[src/rtl/mem_lane_ctrl.sv]
// Byte-lane SRAM controller: valid/ready request, registered one-cycle response, lane enables, load extension.
// Define MEM_MISALIGN_SPLIT_EN to split word-crossing accesses into two beats; otherwise they respond with resp_err.
module mem_lane_ctrl #(
    parameter int XLEN     = 32,
    parameter int NBYTES   = 4,
    parameter int SRAM_LAT = 1,
    localparam int LW      = $clog2(NBYTES),
    localparam int AW      = XLEN - LW
) (
    input  logic              memclk,
    input  logic              rstn,
    input  logic              req_valid,
    output logic              req_ready,
    input  logic              req_write,
    input  logic [1:0]        req_size,
    input  logic              req_signed,
    input  logic [XLEN-1:0]   req_addr,
    input  logic [XLEN-1:0]   req_wdata,
    output logic              resp_valid,
    output logic [XLEN-1:0]   resp_rdata,
    output logic              resp_err,
    output logic [AW-1:0]     sram_addr,
    output logic [NBYTES-1:0] sram_en,
    output logic              sram_we,
    output logic [XLEN-1:0]   sram_wdata,
    input  logic [XLEN-1:0]   sram_rdata
);

`ifdef MEM_MISALIGN_SPLIT_EN
    localparam bit SPLIT_EN = 1'b1;
`else
    localparam bit SPLIT_EN = 1'b0;
`endif
    localparam int MW  = 2 * NBYTES;
    localparam int WCW = 2;

    typedef enum logic [1:0] {S_IDLE, S_ISSUE, S_WAIT, S_RESP} state_t;

    state_t              state_q, state_d;
    logic                beat_q, beat_d;
    logic [WCW-1:0]      wcnt_q, wcnt_d;
    logic                write_q, write_d;
    logic [1:0]          size_q, size_d;
    logic                signed_q, signed_d;
    logic [XLEN-1:0]     addr_q, addr_d;
    logic [XLEN-1:0]     wdata_q, wdata_d;
    logic [2*XLEN-1:0]   cap_q, cap_d;
    logic [NBYTES-1:0]   sram_en_q, sram_en_d;
    logic                sram_we_q, sram_we_d;
    logic [AW-1:0]       sram_addr_q, sram_addr_d;
    logic [XLEN-1:0]     sram_wdata_q, sram_wdata_d;
    logic                resp_valid_q, resp_valid_d;
    logic                resp_err_q, resp_err_d;
    logic [XLEN-1:0]     resp_rdata_q, resp_rdata_d;

    logic                idle, accept, issue, issue_hi, has_hi;
    logic                cur_write;
    logic [1:0]          cur_size;
    logic [XLEN-1:0]     cur_addr, cur_wdata, wdata_rot, ld_raw, load_data;
    logic [LW-1:0]       cur_off;
    logic [AW-1:0]       cur_word;
    logic [MW-1:0]       base_mask, mask2;
    logic [NBYTES-1:0]   mask_lo, mask_hi;

    assign idle      = (state_q == S_IDLE);
    assign req_ready = idle & rstn;
    assign accept    = req_valid & req_ready;

    // In IDLE the first beat is computed straight from the request so ISSUE outputs can be registered at accept.
    assign cur_write = idle ? req_write : write_q;
    assign cur_size  = idle ? req_size  : size_q;
    assign cur_addr  = idle ? req_addr  : addr_q;
    assign cur_wdata = idle ? req_wdata : wdata_q;
    assign cur_off   = cur_addr[LW-1:0];
    assign cur_word  = cur_addr[XLEN-1:LW];
    assign wdata_rot = XLEN'({cur_wdata, cur_wdata} >> (8 * (NBYTES - int'(cur_off))));

    always_comb begin
        case (cur_size)
            2'b00:   base_mask = MW'(1);
            2'b01:   base_mask = MW'(3);
            default: base_mask = {{NBYTES{1'b0}}, {NBYTES{1'b1}}};
        endcase
        mask2 = base_mask << cur_off;
    end

    assign mask_lo = mask2[NBYTES-1:0];
    assign mask_hi = mask2[MW-1:NBYTES];
    assign has_hi  = |mask_hi;

    // Beat0 lands in the low half of the capture register, beat1 in the high half.
    always_comb begin
        cap_d = cap_q;
        if (accept) begin
            cap_d = '0;
        end else if (state_q == S_WAIT && wcnt_q == '0) begin
            for (int i = 0; i < NBYTES; i++) begin
                if (!beat_q && mask_lo[i]) cap_d[i*8 +: 8] = sram_rdata[i*8 +: 8];
                if (beat_q && mask_hi[i])  cap_d[XLEN + i*8 +: 8] = sram_rdata[i*8 +: 8];
            end
        end
    end

    always_comb begin
        ld_raw = XLEN'(cap_d >> (8 * int'(addr_q[LW-1:0])));
        case (size_q)
            2'b00:   load_data = {{(XLEN-8){signed_q & ld_raw[7]}}, ld_raw[7:0]};
            2'b01:   load_data = {{(XLEN-16){signed_q & ld_raw[15]}}, ld_raw[15:0]};
            default: load_data = ld_raw;
        endcase
    end

    always_comb begin
        state_d      = state_q;
        beat_d       = beat_q;
        wcnt_d       = wcnt_q;
        write_d      = write_q;
        size_d       = size_q;
        signed_d     = signed_q;
        addr_d       = addr_q;
        wdata_d      = wdata_q;
        resp_valid_d = 1'b0;
        resp_err_d   = 1'b0;
        resp_rdata_d = '0;
        issue        = 1'b0;
        issue_hi     = 1'b0;
        case (state_q)
            S_IDLE: begin
                if (accept) begin
                    write_d  = req_write;
                    size_d   = req_size;
                    signed_d = req_signed;
                    addr_d   = req_addr;
                    wdata_d  = req_wdata;
                    beat_d   = 1'b0;
                    if (req_size == 2'b11 || (has_hi && !SPLIT_EN)) begin
                        state_d      = S_RESP;
                        resp_valid_d = 1'b1;
                        resp_err_d   = 1'b1;
                    end else begin
                        state_d = S_ISSUE;
                        issue   = 1'b1;
                    end
                end
            end
            S_ISSUE: begin
                if (!write_q) begin
                    state_d = S_WAIT;
                    wcnt_d  = WCW'(SRAM_LAT - 1);
                end else if (!beat_q && has_hi) begin
                    beat_d   = 1'b1;
                    issue    = 1'b1;
                    issue_hi = 1'b1;
                end else begin
                    state_d      = S_RESP;
                    resp_valid_d = 1'b1;
                end
            end
            S_WAIT: begin
                if (wcnt_q != '0) begin
                    wcnt_d = wcnt_q - WCW'(1);
                end else if (!beat_q && has_hi) begin
                    beat_d   = 1'b1;
                    state_d  = S_ISSUE;
                    issue    = 1'b1;
                    issue_hi = 1'b1;
                end else begin
                    state_d      = S_RESP;
                    resp_valid_d = 1'b1;
                    resp_rdata_d = load_data;
                end
            end
            S_RESP:  state_d = S_IDLE;
            default: state_d = S_IDLE;
        endcase
    end

    always_comb begin
        sram_en_d    = '0;
        sram_we_d    = 1'b0;
        sram_addr_d  = sram_addr_q;
        sram_wdata_d = sram_wdata_q;
        if (issue) begin
            sram_en_d    = issue_hi ? mask_hi : mask_lo;
            sram_we_d    = cur_write;
            sram_addr_d  = issue_hi ? cur_word + AW'(1) : cur_word;
            sram_wdata_d = wdata_rot;
        end
    end

    always_ff @(posedge memclk) begin
        if (!rstn) begin
            state_q      <= S_IDLE;
            beat_q       <= 1'b0;
            wcnt_q       <= '0;
            write_q      <= 1'b0;
            size_q       <= '0;
            signed_q     <= 1'b0;
            addr_q       <= '0;
            wdata_q      <= '0;
            cap_q        <= '0;
            sram_en_q    <= '0;
            sram_we_q    <= 1'b0;
            sram_addr_q  <= '0;
            sram_wdata_q <= '0;
            resp_valid_q <= 1'b0;
            resp_err_q   <= 1'b0;
            resp_rdata_q <= '0;
        end else begin
            state_q      <= state_d;
            beat_q       <= beat_d;
            wcnt_q       <= wcnt_d;
            write_q      <= write_d;
            size_q       <= size_d;
            signed_q     <= signed_d;
            addr_q       <= addr_d;
            wdata_q      <= wdata_d;
            cap_q        <= cap_d;
            sram_en_q    <= sram_en_d;
            sram_we_q    <= sram_we_d;
            sram_addr_q  <= sram_addr_d;
            sram_wdata_q <= sram_wdata_d;
            resp_valid_q <= resp_valid_d;
            resp_err_q   <= resp_err_d;
            resp_rdata_q <= resp_rdata_d;
        end
    end

    assign sram_en    = sram_en_q;
    assign sram_we    = sram_we_q;
    assign sram_addr  = sram_addr_q;
    assign sram_wdata = sram_wdata_q;
    assign resp_valid = resp_valid_q;
    assign resp_err   = resp_err_q;
    assign resp_rdata = resp_rdata_q;

endmodule

[config.mk]
export PLATFORM = sky130hd
export DESIGN_NAME = mem_lane_ctrl
export DESIGN_NICKNAME = d
export VERILOG_FILES = /design/src/rtl/mem_lane_ctrl.sv
export SDC_FILE = /design/constraint.sdc
export NUM_CORES = 1
export LEC_CHECK = 0
export CAP_MARGIN = 20
export CORE_MARGIN = 2
export CORE_UTILIZATION = 45
export CTS_BUF_LIST = sky130_fd_sc_hd__clkbuf_8
export CTS_CLUSTER_DIAMETER = 30
export DETAILED_ROUTE_END_ITERATION = 6
export PLACE_DENSITY = 0.7
export SYNTH_ARGS = -nofsm -noshare
export SYNTH_HDL_FRONTEND = slang
export SYNTH_SLANG_ARGS = --single-unit
[constraint.sdc]
create_clock -name memclk -period 7 [get_ports memclk]
set_clock_uncertainty 0.2 [all_clocks]
set_input_delay 1.4 -clock memclk [delete_from_list [all_inputs] [get_ports memclk]]
set_output_delay 1.4 -clock memclk [all_outputs]
set_load 0.05 [all_outputs]
# Word level (Yosys, flattened, before mapping)

Cells that the tools add are included.
W data, S select, Z words.

Register bits: 238
Input bits: 103
Output and inout bits: 102
Word-level logic and storage cells: 113

$add $sub $neg: 3
Eq/ne operators: 12
Shifts and indexed selects: 3
Multiplexer cells: 46
Bitwise operators: 6
Reductions and logical operators: 27

Operators with widths:

| kind                    | number |
|---|---|
| $mux W64                | 2 |
| $mux W32                | 2 |
| $mux W8                 | 8 |
| $pmux W32 S2            | 1 |
| $shr A64 B32 Y32        | 1 |
| $shr A64 B5 Y32         | 1 |
| $add A30 B1 Y30 const B | 1 |
| $mux W30                | 1 |
| $mux W2                 | 9 |
| $mux W1                 | 15 |
| $logic_and A1 B1 Y1     | 10 |
| $pmux W1 S3             | 3 |
| $logic_not A2 Y1        | 4 |
| $pmux W2 S4             | 1 |
| $pmux W4 S2             | 1 |
| $reduce_or A4 Y1        | 2 |
| $shl A8 B2 Y8           | 1 |
| $eq A2 B1 Y1 const B    | 3 |
| $eq A2 B2 Y1 const B    | 3 |
| $ne A2 B2 Y1 const B    | 3 |
| $reduce_and A2 Y1       | 3 |
| $reduce_and A3 Y1       | 2 |
| $and A1 B1 Y1           | 4 |
| $mux W4                 | 1 |
| 12 further kinds        | 15 |

# Longest topological paths before layout

Gate-level depths: netlist of run 1.

Depth after elaboration: 12
Gate-level depth with buffers: 13

# Worst setup path after synthesis of run 1

Ideal clock, no wire load.

Path kind: input -> output
Start point: input rstn
End point: output req_ready
Arrival time: 2319 ps
Data required time: 5400 ps
Path slack: 3081 ps
Stages on the path: 3
Path through: clkbuf_1 > clkbuf_1 > and2_1

Cells in the longest elaborated chain, start to end: 1

RTL lines:

| what               | RTL line | text |
|---|---|---|
| start: declaration | 11       | `input logic rstn,` |
| $and A1 B1 Y1      | 66       | `assign req_ready = idle & rstn;` |
| end: declaration   | 13       | `output logic req_ready,` |

No other way between the ends.

# Worst setup path in the final report of run 1

Start point: input req_addr[0]
End point: register sram_addr_q[19] (netlist: sram_addr[19])

Cells in the longest elaborated chain, start to end: 8
Elaborated cells between the ends (all ways): 13
Classes of those cells: 1 x shift; 9 x mux; 3 x reduce/logical

RTL lines:

| what                       | RTL line | text |
|---|---|---|
| start: declaration         | 17       | `input logic [XLEN-1:0] req_addr,` |
| $mux W32 (*)               | 72       | `assign cur_addr = idle ? req_addr : addr_q;` |
| $shl A8 B2 Y8 (*)          | 84       | `mask2 = base_mask << cur_off;` |
| $reduce_or A4 Y1 (*)       | 89       | `assign has_hi = \|mask_hi;` |
| $logic_and A1 B1 Y1        | 150, 162 |  |
| $mux W1                    | 150, 162 |  |
| $mux W1 (on tied branches) | 160, 147 |  |
| $pmux W1 S2                | 127      | `case (state_q)` |
| $mux W30                   | 186      | `sram_addr_d = issue_hi ? cur_word + AW'(1) : cur_word;` |
| end signal: assignment     | 221      | `sram_addr_q <= sram_addr_d;` |
| end: declaration           | 50       | `logic [AW-1:0] sram_addr_q, sram_addr_d;` |

Every way passes the cells marked *; elsewhere a longest branch is shown, timed or not.
A chain may end at the register's enable or synchronous reset.

==> impl_results.md, run 1 <==
* Outcome: finished clean
* Peak VDD IR at 0.000181 V
* Hold Path Class: reg -> reg
* TritonCTS clock tree: built
* Unrepaired setup endpoints after global routing: no
* Share of layout cells above drive strength 1 at 0.101
* Highest Clock Rate at 0.196 GHz
* Drt via density at 5.56
* Final slew viol count at 0
* Starting density of the core at 0.455
* Pre-CTS setup slack at 1340 ps
* Areal power density over the cells at 382 nW/um^2
* Critical path fanouts, max at 41
* Count of endpoints failing setup in the final report at 0
* Total routed wirelength at 34300 um
* Share of power burned in combinational logic at 0.410
* TritonCTS sink count at 230
* CTS HTree Levels at 2
* Routed len/inst at 18.4 um
* Die boundary height at 163 um
* CORE AREA at between 20000 and 25000 um^2
* Root Driver: clkbuf_8
* Worst EP required at around 7300 ps
* Total half-perimeter wirelength after legalization and detailed placement at roughly 24000 um
* Type of the worst setup path: in -> reg
* Input/output buffers at 204
* Final design area excluding fillers at ~15000 um^2
* Sum Neg Setup Slack at 0 ps
* Post-CTS Repair Setup Buffers at 0
* FFs w/ async S/R, synth at 0
* Worst path bufs/invs at 2
* Maximum Capacitance Violations at 0
* Standby leakage power at between 5 and 6 nW
* Post-Synthesis Cells at 1311
* Crit path launch type: input pin
* First-pass GRT wire length at 52700 um
* CP max-delay cell: nor2b_4
* Clock-pin slew of the registers on the worst-case setup and hold paths at 50 ps
* Number of routed nets with antenna violations at 0
* DRC violation total after the first TritonRoute iteration at a little over 600
* Maximum count of clock buffers along a single path at 3
* Final-report hold violation count at 0
* Overall global routing resource usage at 0.251
* Number of flip-flops and latches in the synthesized netlist at 230
* Rows at 58
* Clock network power share at 0.313
* Vias in the first global route at 9896
* Least-Margin Pin Slew at 1030 ps
* Most frequently used flop master after synthesis: dfxtp_1
* Overall die width at 163 um
* Family with the most delay on the worst path: compound AO/OA/AOI/OAI gates
* Final cycle utilization of the critical path at 0.729
* Proportion of total power due to net switching at 0.387
* Proportion of power drawn by flip-flops and latches at 0.277
* Cell area after technology mapping at 11400 um^2
* Top library cells by usage in the layout, fill and taps aside: nand2_1 (245), dfxtp_1 (230), clkdlybuf4s50_1 (204)
* Die Area at 26500 um^2
* Total placed instance area at 13600 um^2
* Number of filler cells placed in the layout at 2260
* Number of buffers created by CTS at 52
* Arrival time of the worst setup path at roughly 5400 ps
* Post-detailed-route DRC marker count at 0
* I/O pin cnt at just over 200
* Gpl congestion at a little under 0.9
* Hold buffer count at CTS at 0
* Post-synthesis area per instance at 8.66 um^2
* # resized after CTS at 0
* List of cells traversed by the critical path: clkdlybuf4s50_1 > mux2i_4 > o21ai_1 > a22oi_1 > o2bb2ai_1 > nor2b_4 > buf_4 > o21ai_0 > a21oi_1
* Switching Power at between 2 and 2.5 mW
* Post-synth EDFFs at 0
* Worst-case headroom to the max-slew limit at 0.315
* Net count of the mapped netlist at ~1400
* Post-synthesis to final-layout area growth at 30.5%
* Total number of vias at 10400
* Fraction of the yosys area taken by sequential cells at 0.405
* Pin count of the biggest net entering global routing at 69
* Insertion delay of the later-clocked pin in the worst-skew pair at ~560 ps
* Core occupancy in the finished layout at 0.594
* Setup ws final at 1890 ps
* Most common library cell in the layout ignoring fill and taps: nand2_1
* Number of detailed-routing iterations run before antenna repair at 5
* Max stage delay on crit path at 810 ps
* Warnings from Yosys at 0
* Final critical delay including setup and external delays at 5110 ps
* Non-Filler Instances at approximately 1900
* Number of nets in the layout at 1599
* Internal power at 3.47 mW
* Grt total ovfl at 0
* # placed instances at 1764
* Initial antenna violation count at 2
* Number of distinct standard cells referenced by the synthesized netlist at 67
* Element type at the critical path end: register
-- path summary, 6_finish.rpt --
path                                      end  slack, ps  cells after the start   startpoint
worst max-delay path            sram_addr[19]       1890                      9  req_addr[0]
worst min-delay path              wdata_q[29]        250                      2  wdata_q[29]
worst max register to register  sram_addr[19]       1920                     10   state_q[0]
worst min register to register    wdata_q[29]        250                      2  wdata_q[29]
-- synthesized netlist by cell type, drive strengths merged, types with 2 or more instances --
cell     number  area share
o22a          2      0.0017
a21o          3      0.0020
o211ai        8      0.0057
o311ai        5      0.0039
nand3b        8      0.0053
a22oi        17       0.011
o31ai         7      0.0046
o22ai        13      0.0072
o21ai        42       0.019
nor4          7      0.0065
clkbuf       62       0.020
inv          13      0.0043
dfxtp       230        0.41
nand3        30       0.013
nor2        126       0.042
or3           5      0.0028
a31oi         5      0.0041
a31o          2      0.0015
a211oi       29       0.019
o221ai        2      0.0015
a311oi        6      0.0046
and2         13      0.0072
mux2         11       0.011
nand2b        3      0.0017
nor2b         8      0.0044
mux4         24       0.048
nor3b         3      0.0020
o211a         7      0.0062
o311a         4      0.0035
nand2       246       0.081
a2111oi       2      0.0015
mux2i       140        0.12
xnor2        20       0.015
a21oi       120       0.053
o2111ai       2      0.0036
nand4         7      0.0039
buf          31       0.014
nor4b         3      0.0029
xor2          6      0.0046
nor3         18      0.0088
or2           2      0.0011
and3          3      0.0017
ha            7      0.0077
-- power groups by stage --
stage | clock, mW | combinational, mW | sequential, mW
floorplan | 0 | 1.42 | 1.87
global placement | 0 | 2.28 | 1.59
detailed placement | 0 | 2.31 | 1.59
CTS | 1.80 | 2.32 | 1.57
global route | 1.87 | 2.49 | 1.59
finish | 1.77 | 2.32 | 1.57
-- kinds of logic after synthesis --
logic type,after synthesis,share of synthesized area
AOI/OAI and AO/OA,283,0.159
xor gates and xnor gates,26,0.0201
adders and majority gates,7,0.00771
buffers and inverters,106,0.0386
DFF,230,0.405
muxes,175,0.183
and+or+nand+nor,484,0.186
-- sequential cells by signal, summed over array words and instances (netlist names), 2 cells and up --
signal,cells
wcnt_q,2
state_q,2
resp_rdata,32
sram_wdata,32
size_q,2
sram_addr,30
wdata_q,32
sram_en,4
cap_q,56
addr_q,32
-- tightest hold or removal path, cell delays in order (launching register included) --
cell,delay [ps]
dfxtp_1,300
nand2_1,50
a21oi_1,50
-- per-stage QoR --
| step | power (mW) | hold WS [ps] |
|---|---|---|
| final | 5.67 | 251 |
| after global routing | 5.95 | 267 |
| after CTS | 5.69 | 254 |
| after detailed placement | 3.90 | 246 |
| after global placement | 3.87 | 239 |
| after floorplan | 3.28 | 234 |
-- final cells by class --
class / instances / area, um^2 / share of cell area
Sequential cell: 230 / 4600 / 0.311
Clock buffer: 61 / 840 / 0.0567
Multi-Input combinational cell: 975 / 6360 / 0.429
Antenna cell: 2 / 5.00 / 0.000338
Tap cell: 330 / 413 / 0.0279
Inverter: 13 / 50.0 / 0.00338
Timing Repair Buffer: 217 / 2140 / 0.144
Clock inverter: 35 / 405 / 0.0274
-- layer usage --
metal  vias to the layer above  part of all wire  track usage
met5                         -                 0            0
li1                       5032                 -            -
met1                      4886              0.43        0.313
met2                       368              0.47        0.419
met4                         0             0.029       0.0865
met3                        74             0.077       0.0675
No activity file was read; power rests on OpenSTA's default activity.
==> run 2: changes to the inputs <==
Settings changed: PLACE_DENSITY 0.7 to 0.73.
Clock period 7 ns to 4.5 ns, I/O delays scaled along.
==> run 2 against run 1 <==
Against the previous run: combinational power up 61%; highest routed layer unchanged; via count up 1.8%; register-to-register slack worse by 1400 ps; sequential power up 55%; worst setup slack worse by 1300 ps; total power up 55%; clock power up 47%; sequential cell count unchanged; global-route usage up 0.56 points; critical path type is now reg -> reg; largest power group unchanged.
==> impl_results.md, run 2 (synthesis results as in run 1) <==
* Met2 usage at 0.431 (+0.0123)
* # placed instances at 1783 (+1.1%)
* Total placed instance area at 13800 um^2 (+1.7%)
* Final-report hold violation count at 0 (unchanged)
* Post-synthesis to final-layout area growth at 31.8%
* Final slew viol count at 0 (unchanged)
* Die Area at 26500 um^2 (unchanged)
* Final critical delay including setup and external delays at 3940 ps
* Number of detailed-routing iterations run before antenna repair at 5 (unchanged)
* Pre-CTS setup slack at 268 ps (-1070 ps)
* Rows at 58 (unchanged)
* Hold buffer count at CTS at 0 (unchanged)
* Most common library cell in the layout ignoring fill and taps: nand2_1
* Number of nets in the layout at 1618 (+1.2%)
* Non-Filler Instances at 1878 (+0.81%)
* Initial antenna violation count at 1 (-1)
* # resized after CTS at 0 (unchanged)
* Setup ws final at 556 ps (-1340 ps)
* Unrepaired setup endpoints after global routing: no
* Total half-perimeter wirelength after legalization and detailed placement at 24300 um (+2.5%)
* Count of endpoints failing setup in the final report at 0 (unchanged)
* CTS HTree Levels at 2 (unchanged)
* Standby leakage power at 5.64 nW (+0.71%)
* CP max-delay cell: ha_4
* Least-Margin Pin Slew at 985 ps (-42.0 ps)
* Overall die width at 163 um (unchanged)
* Core occupancy in the finished layout at 0.599 (+0.00586)
* Insertion delay of the later-clocked pin in the worst-skew pair at 570 ps (about the same)
* Most Crowded Layer GR: met2
* Flop-to-flop setup slack at 560 ps (-1360 ps)
* Total number of vias at 10500 (+1.8%)
* Crit path launch type: register
* Number of filler cells placed in the layout at 2256 (-0.18%)
* Overall global routing resource usage at 0.257 (+0.00560)
* Root Driver: clkbuf_8
* List of cells traversed by the critical path: inv_1 > ha_4 > mux2i_4 > o211ai_1 > a22oi_1 > o2bb2ai_1 > nor2b_4 > buf_4 > nor2_1 > a211oi_1
* Vias in the first global route at 10400 (+5.2%)
* Global routing met3 resource utilization at 0.0644 (-0.00306)
* Critical path fanouts, max at 50 (+22%)
* I/O pin cnt at 205 (unchanged)
* Starting density of the core at 0.455 (unchanged)
* Peak VDD IR at 0.000323 V (+78%)
* Total power consumption of the routed design at 8.76 mW (+55%)
* Pin count of the biggest net entering global routing at 118 (+71%)
* Highest Clock Rate at 0.254 GHz
* CORE AREA at 25000 um^2 (unchanged)
* Number of buffers created by CTS at 53 (+1.9%)
* TritonCTS clock tree: built
* Worst-case headroom to the max-slew limit at 0.343 (+0.0273)
* Die boundary height at 163 um (unchanged)
* Top library cells by usage in the layout, fill and taps aside: nand2_1 (245), dfxtp_1 (230), clkdlybuf4s50_1 (203)
* Sum Neg Setup Slack at 0 ps (unchanged)
* Total routed wirelength at 34600 um (+0.99%)
* Clock-pin slew of the registers on the worst-case setup and hold paths at 60 ps (about the same)
* Number of routed nets with antenna violations at 0 (unchanged)
* Maximum Capacitance Violations at 0 (unchanged)
* Gpl congestion at 0.862 (-0.94%)
* Final cycle utilization of the critical path at 0.877
* Final design area excluding fillers at 15000 um^2 (+0.99%)
* Outcome: finished clean
* Post-CTS Repair Setup Buffers at 0 (unchanged)
* Input/output buffers at 204 (unchanged)
* Max stage delay on crit path at 610 ps (-200 ps)
* Routed len/inst at 18.4 um (+0.19%)
* First-pass GRT wire length at 54200 um (+2.8%)
* Maximum count of clock buffers along a single path at 3 (unchanged)
* Largest register FFs at 56 (unchanged)
* DRC violation total after the first TritonRoute iteration at 694 (+12%)
* Grt total ovfl at 0 (unchanged)
* Worst EP required at 4780 ps (-2480 ps)
* Grt met1 use at 0.311 (-0.00232)
* Post-detailed-route DRC marker count at 0 (unchanged)
* Reg with most FFs: cap_q
* Element type at the critical path end: register
* Hold Path Class: reg -> reg
* Type of the worst setup path: reg -> reg
* Drt via density at 5.61 (+0.96%)
* Areal power density over the cells at 586 nW/um^2 (+53%)
* TritonCTS sink count at 230 (unchanged)
* Worst hold margin at 251 ps (+0.132 ps)
* Share of layout cells above drive strength 1 at 0.114 (+0.0126)
* Arrival time of the worst setup path at 4220 ps (-1150 ps)
-- run 2: cell count changes in the layout (fill, tap and decap cells not counted), sizes merged --
cell	delta
clkdlybuf4s50	-1
inv	-5
clkinvlp	+6
clkbuf	-2
buf	+20
bufinv	-3
-- run 2: routing by layer --
layer  routed length [um]  vias up
met5                    0        -
met4                 1370        0
met3                 2760       91
met2                16400      418
met1                14100     4974
li1                     -     5061
-- run 2: worst max-delay path: cells and delay by family, from the launching register on --
kind	cells	cell delay (ps)
fa+ha+maj	1	610
simple gates	2	620
mux	1	530
buf+inv	2	440
flops	1	350
compound gates	4	1080
-- run 2: where the power goes --
group	leakage, nW	total (mW)	switching (mW)	internal [mW]
clock	0.603	2.60	1.02	1.58
sequential	1.86	2.44	0.156	2.29
combinational	3.17	3.73	2.29	1.44
total	5.64	8.76	3.46	5.30
-- run 2: path summary, 6_finish.rpt --
kind	startpoint	endpoint	depth (start not counted)
min	wdata_q[27]	wdata_q[27]	2
max	state_q[0]	sram_wdata[18]	10
min reg2reg	wdata_q[27]	wdata_q[27]	2
max reg2reg	state_q[0]	sram_wdata[18]	10
-- run 2: final cells by class --
class / count / area (um^2) / share of cell area
multi-input combinational: 975 / 6370 / 0.426
sequential: 230 / 4600 / 0.308
timing repair buffer: 235 / 2350 / 0.157
clock buffer: 60 / 826 / 0.0552
tap: 330 / 413 / 0.0276
clock inverter: 33 / 349 / 0.0233
inverter: 13 / 50.0 / 0.00334
antenna: 2 / 5.00 / 0.000334
==> run 3: changes to the inputs <==
Settings changed: CTS_CLUSTER_SIZE set to 20.
==> run 3 against run 2 <==
Against the previous run: fmax is essentially flat; utilization is 0.34 points lower; count of clock-buffer cells in the layout fell by 5; sequential power hardly changed; cell count is 0.48% lower; critical path type unchanged; largest cell class unchanged.
==> impl_results.md, run 3 (synthesis results as in run 1) <==
* Outcome: finished clean
* Type of the worst setup path: reg -> reg
* Total placed instance area at 13800 um^2 (unchanged)
* Final critical delay including setup and external delays at 3950 ps (+2.52 ps)
* Max stage delay on crit path at 620 ps (about the same)
* Source of the critical timing path: state_q[0]
* Die Area at 26500 um^2 (unchanged)
* Grt total ovfl at 0 (unchanged)
* Clock-pin slew of the registers on the worst-case setup and hold paths at 60 ps (about the same)
* Final design area excluding fillers at 14900 um^2 (-0.56%)
* Final slew viol count at 0 (unchanged)
* Hold Path Class: reg -> reg
* List of cells traversed by the critical path: inv_1 > ha_4 > mux2i_4 > o211ai_1 > a22oi_1 > o2bb2ai_1 > nor2b_4 > nand2_1 > o21ai_0
* Post-CTS Repair Setup Buffers at 0 (unchanged)
* Setup ws final at 553 ps (-2.52 ps)
* Largest register FFs at 56 (unchanged)
* Number of routed nets with antenna violations at 0 (unchanged)
* TritonCTS clock tree: built
* Pin count of the biggest net entering global routing at 118 (unchanged)
* Number of buffers created by CTS at 48 (-9.4%)
* Reg with most FFs: cap_q
* Number of nets in the layout at 1613 (-0.31%)
* Critical path fanouts, max at 50 (unchanged)
* Standby leakage power at 5.60 nW (-0.57%)
* CTS HTree Levels at 2 (unchanged)
* CP max-delay cell: ha_4
* Sum Neg Setup Slack at 0 ps (unchanged)
* Initial antenna violation count at 2 (+1)
* Post-detailed-route DRC marker count at 0 (unchanged)
* Insertion delay of the later-clocked pin in the worst-skew pair at 570 ps (about the same)
* Maximum Capacitance Violations at 0 (unchanged)
* Starting density of the core at 0.455 (unchanged)
* Least-Margin Pin Slew at 972 ps (-12.7 ps)
* Routed len/inst at 18.5 um (+0.34%)
* Unrepaired setup endpoints after global routing: no
* Post-synthesis to final-layout area growth at 31.0%
* First-pass GRT wire length at 54100 um (-0.15%)
* I/O pin cnt at 205 (unchanged)
* Worst EP required at 4780 ps (about the same)
* # resized after CTS at 0 (unchanged)
* TritonCTS sink count at 230 (unchanged)
* Arrival time of the worst setup path at 4230 ps (about the same)
* Non-Filler Instances at 1869 (-0.48%)
* Highest Clock Rate at 0.253 GHz (about the same)
* Total power consumption of the routed design at 8.67 mW (-1.1%)
* Total half-perimeter wirelength after legalization and detailed placement at 24300 um (unchanged)
* Drt via density at 5.62 (+0.15%)
* DRC violation total after the first TritonRoute iteration at 750 (+8.1%)
* Worst reg2reg path startpoint: state_q[0]
* # placed instances at 1783 (unchanged)
* Worst-case headroom to the max-slew limit at 0.351 (+0.00847)
* Most common library cell in the layout ignoring fill and taps: nand2_1
* Total number of vias at 10500 (-0.33%)
* Input/output buffers at 204 (unchanged)
* Peak VDD IR at 0.000322 V (-0.21%)
* Areal power density over the cells at 582 nW/um^2 (-0.57%)
* Die boundary height at 163 um (unchanged)
* Gpl congestion at 0.862 (unchanged)
* Pre-CTS setup slack at 268 ps (unchanged)
* Number of detailed-routing iterations run before antenna repair at 5 (unchanged)
* Family with the most delay on the worst path: compound AO/OA/AOI/OAI gates
* Root Driver: clkbuf_8
* Share of layout cells above drive strength 1 at 0.110 (-0.00389)
* Overall global routing resource usage at 0.256 (-0.000353)
* Rows at 58 (unchanged)
* Top library cells by usage in the layout, fill and taps aside: nand2_1 (245), dfxtp_1 (230), clkdlybuf4s50_1 (203)
* Maximum count of clock buffers along a single path at 3 (unchanged)
* Vias in the first global route at 10300 (-1.1%)
* Crit path launch type: register
* HP Start: wdata_q[27]
* Worst path bufs/invs at 1 (-1)
* Final-report hold violation count at 0 (unchanged)
* Hold buffer count at CTS at 0 (unchanged)
* Element type at the critical path end: register
* Total routed wirelength at 34600 um (-0.14%)
* CORE AREA at 25000 um^2 (unchanged)
* Overall die width at 163 um (unchanged)
* Count of endpoints failing setup in the final report at 0 (unchanged)
* Final cycle utilization of the critical path at 0.877 (about the same)
==> run 3: layout make-up <==
type | instances | area [um^2]
Fill cell | 2254 | 10100
Clock inverter | 29 | 334
Timing Repair Buffer | 235 | 2350
Clock buffer | 55 | 757
Inverter | 13 | 50.0
Sequential cell | 230 | 4600
Multi-Input combinational cell | 975 | 6370
Tap cell | 330 | 413
Antenna cell | 2 | 5.00
==> run 3: per-layer routing <==
layer | GRT usage | share of wire
met1 | 0.313 | 0.41
met2 | 0.435 | 0.47
met3 | 0.0652 | 0.081
met4 | 0.0945 | 0.035
met5 | 0 | 0.00038
==> run 3: worst reg2reg max path: stages, from the launching register on <==
cell and delay [ps]:
dfxtp_1 350, inv_1 170, ha_4 620, mux2i_4 540
o211ai_1 360, a22oi_1 330, o2bb2ai_1 180, nor2b_4 570
nand2_1 330, o21ai_0 240
==> run 3: power breakdown <==
group          total, mW  internal, mW  switching [mW]  leakage [nW]
combinational       3.73          1.44            2.30          3.17
clock               2.49          1.49            1.00         0.571
sequential          2.44          2.29           0.156          1.86
total               8.67          5.21            3.45          5.60
==> run 3: final timing paths <==
| path | endpoint | slack [ps] | cells past startpoint |
|---|---|---|---|
| worst max-delay path | sram_addr[26] | 550 | 9 |
| worst max register to register | sram_addr[26] | 550 | 9 |
| worst min-delay path | wdata_q[27] | 250 | 2 |
| worst min register to register | wdata_q[27] | 250 | 2 |
==> run 3: stage by stage <==
step | util | hold slack [ps]
after floorplan | - | 234
after global placement | 0.552 | 239
after detailed placement | 0.552 | 246
after CTS | 0.596 | 252
after global routing | 0.596 | 265
final | 0.596 | 252
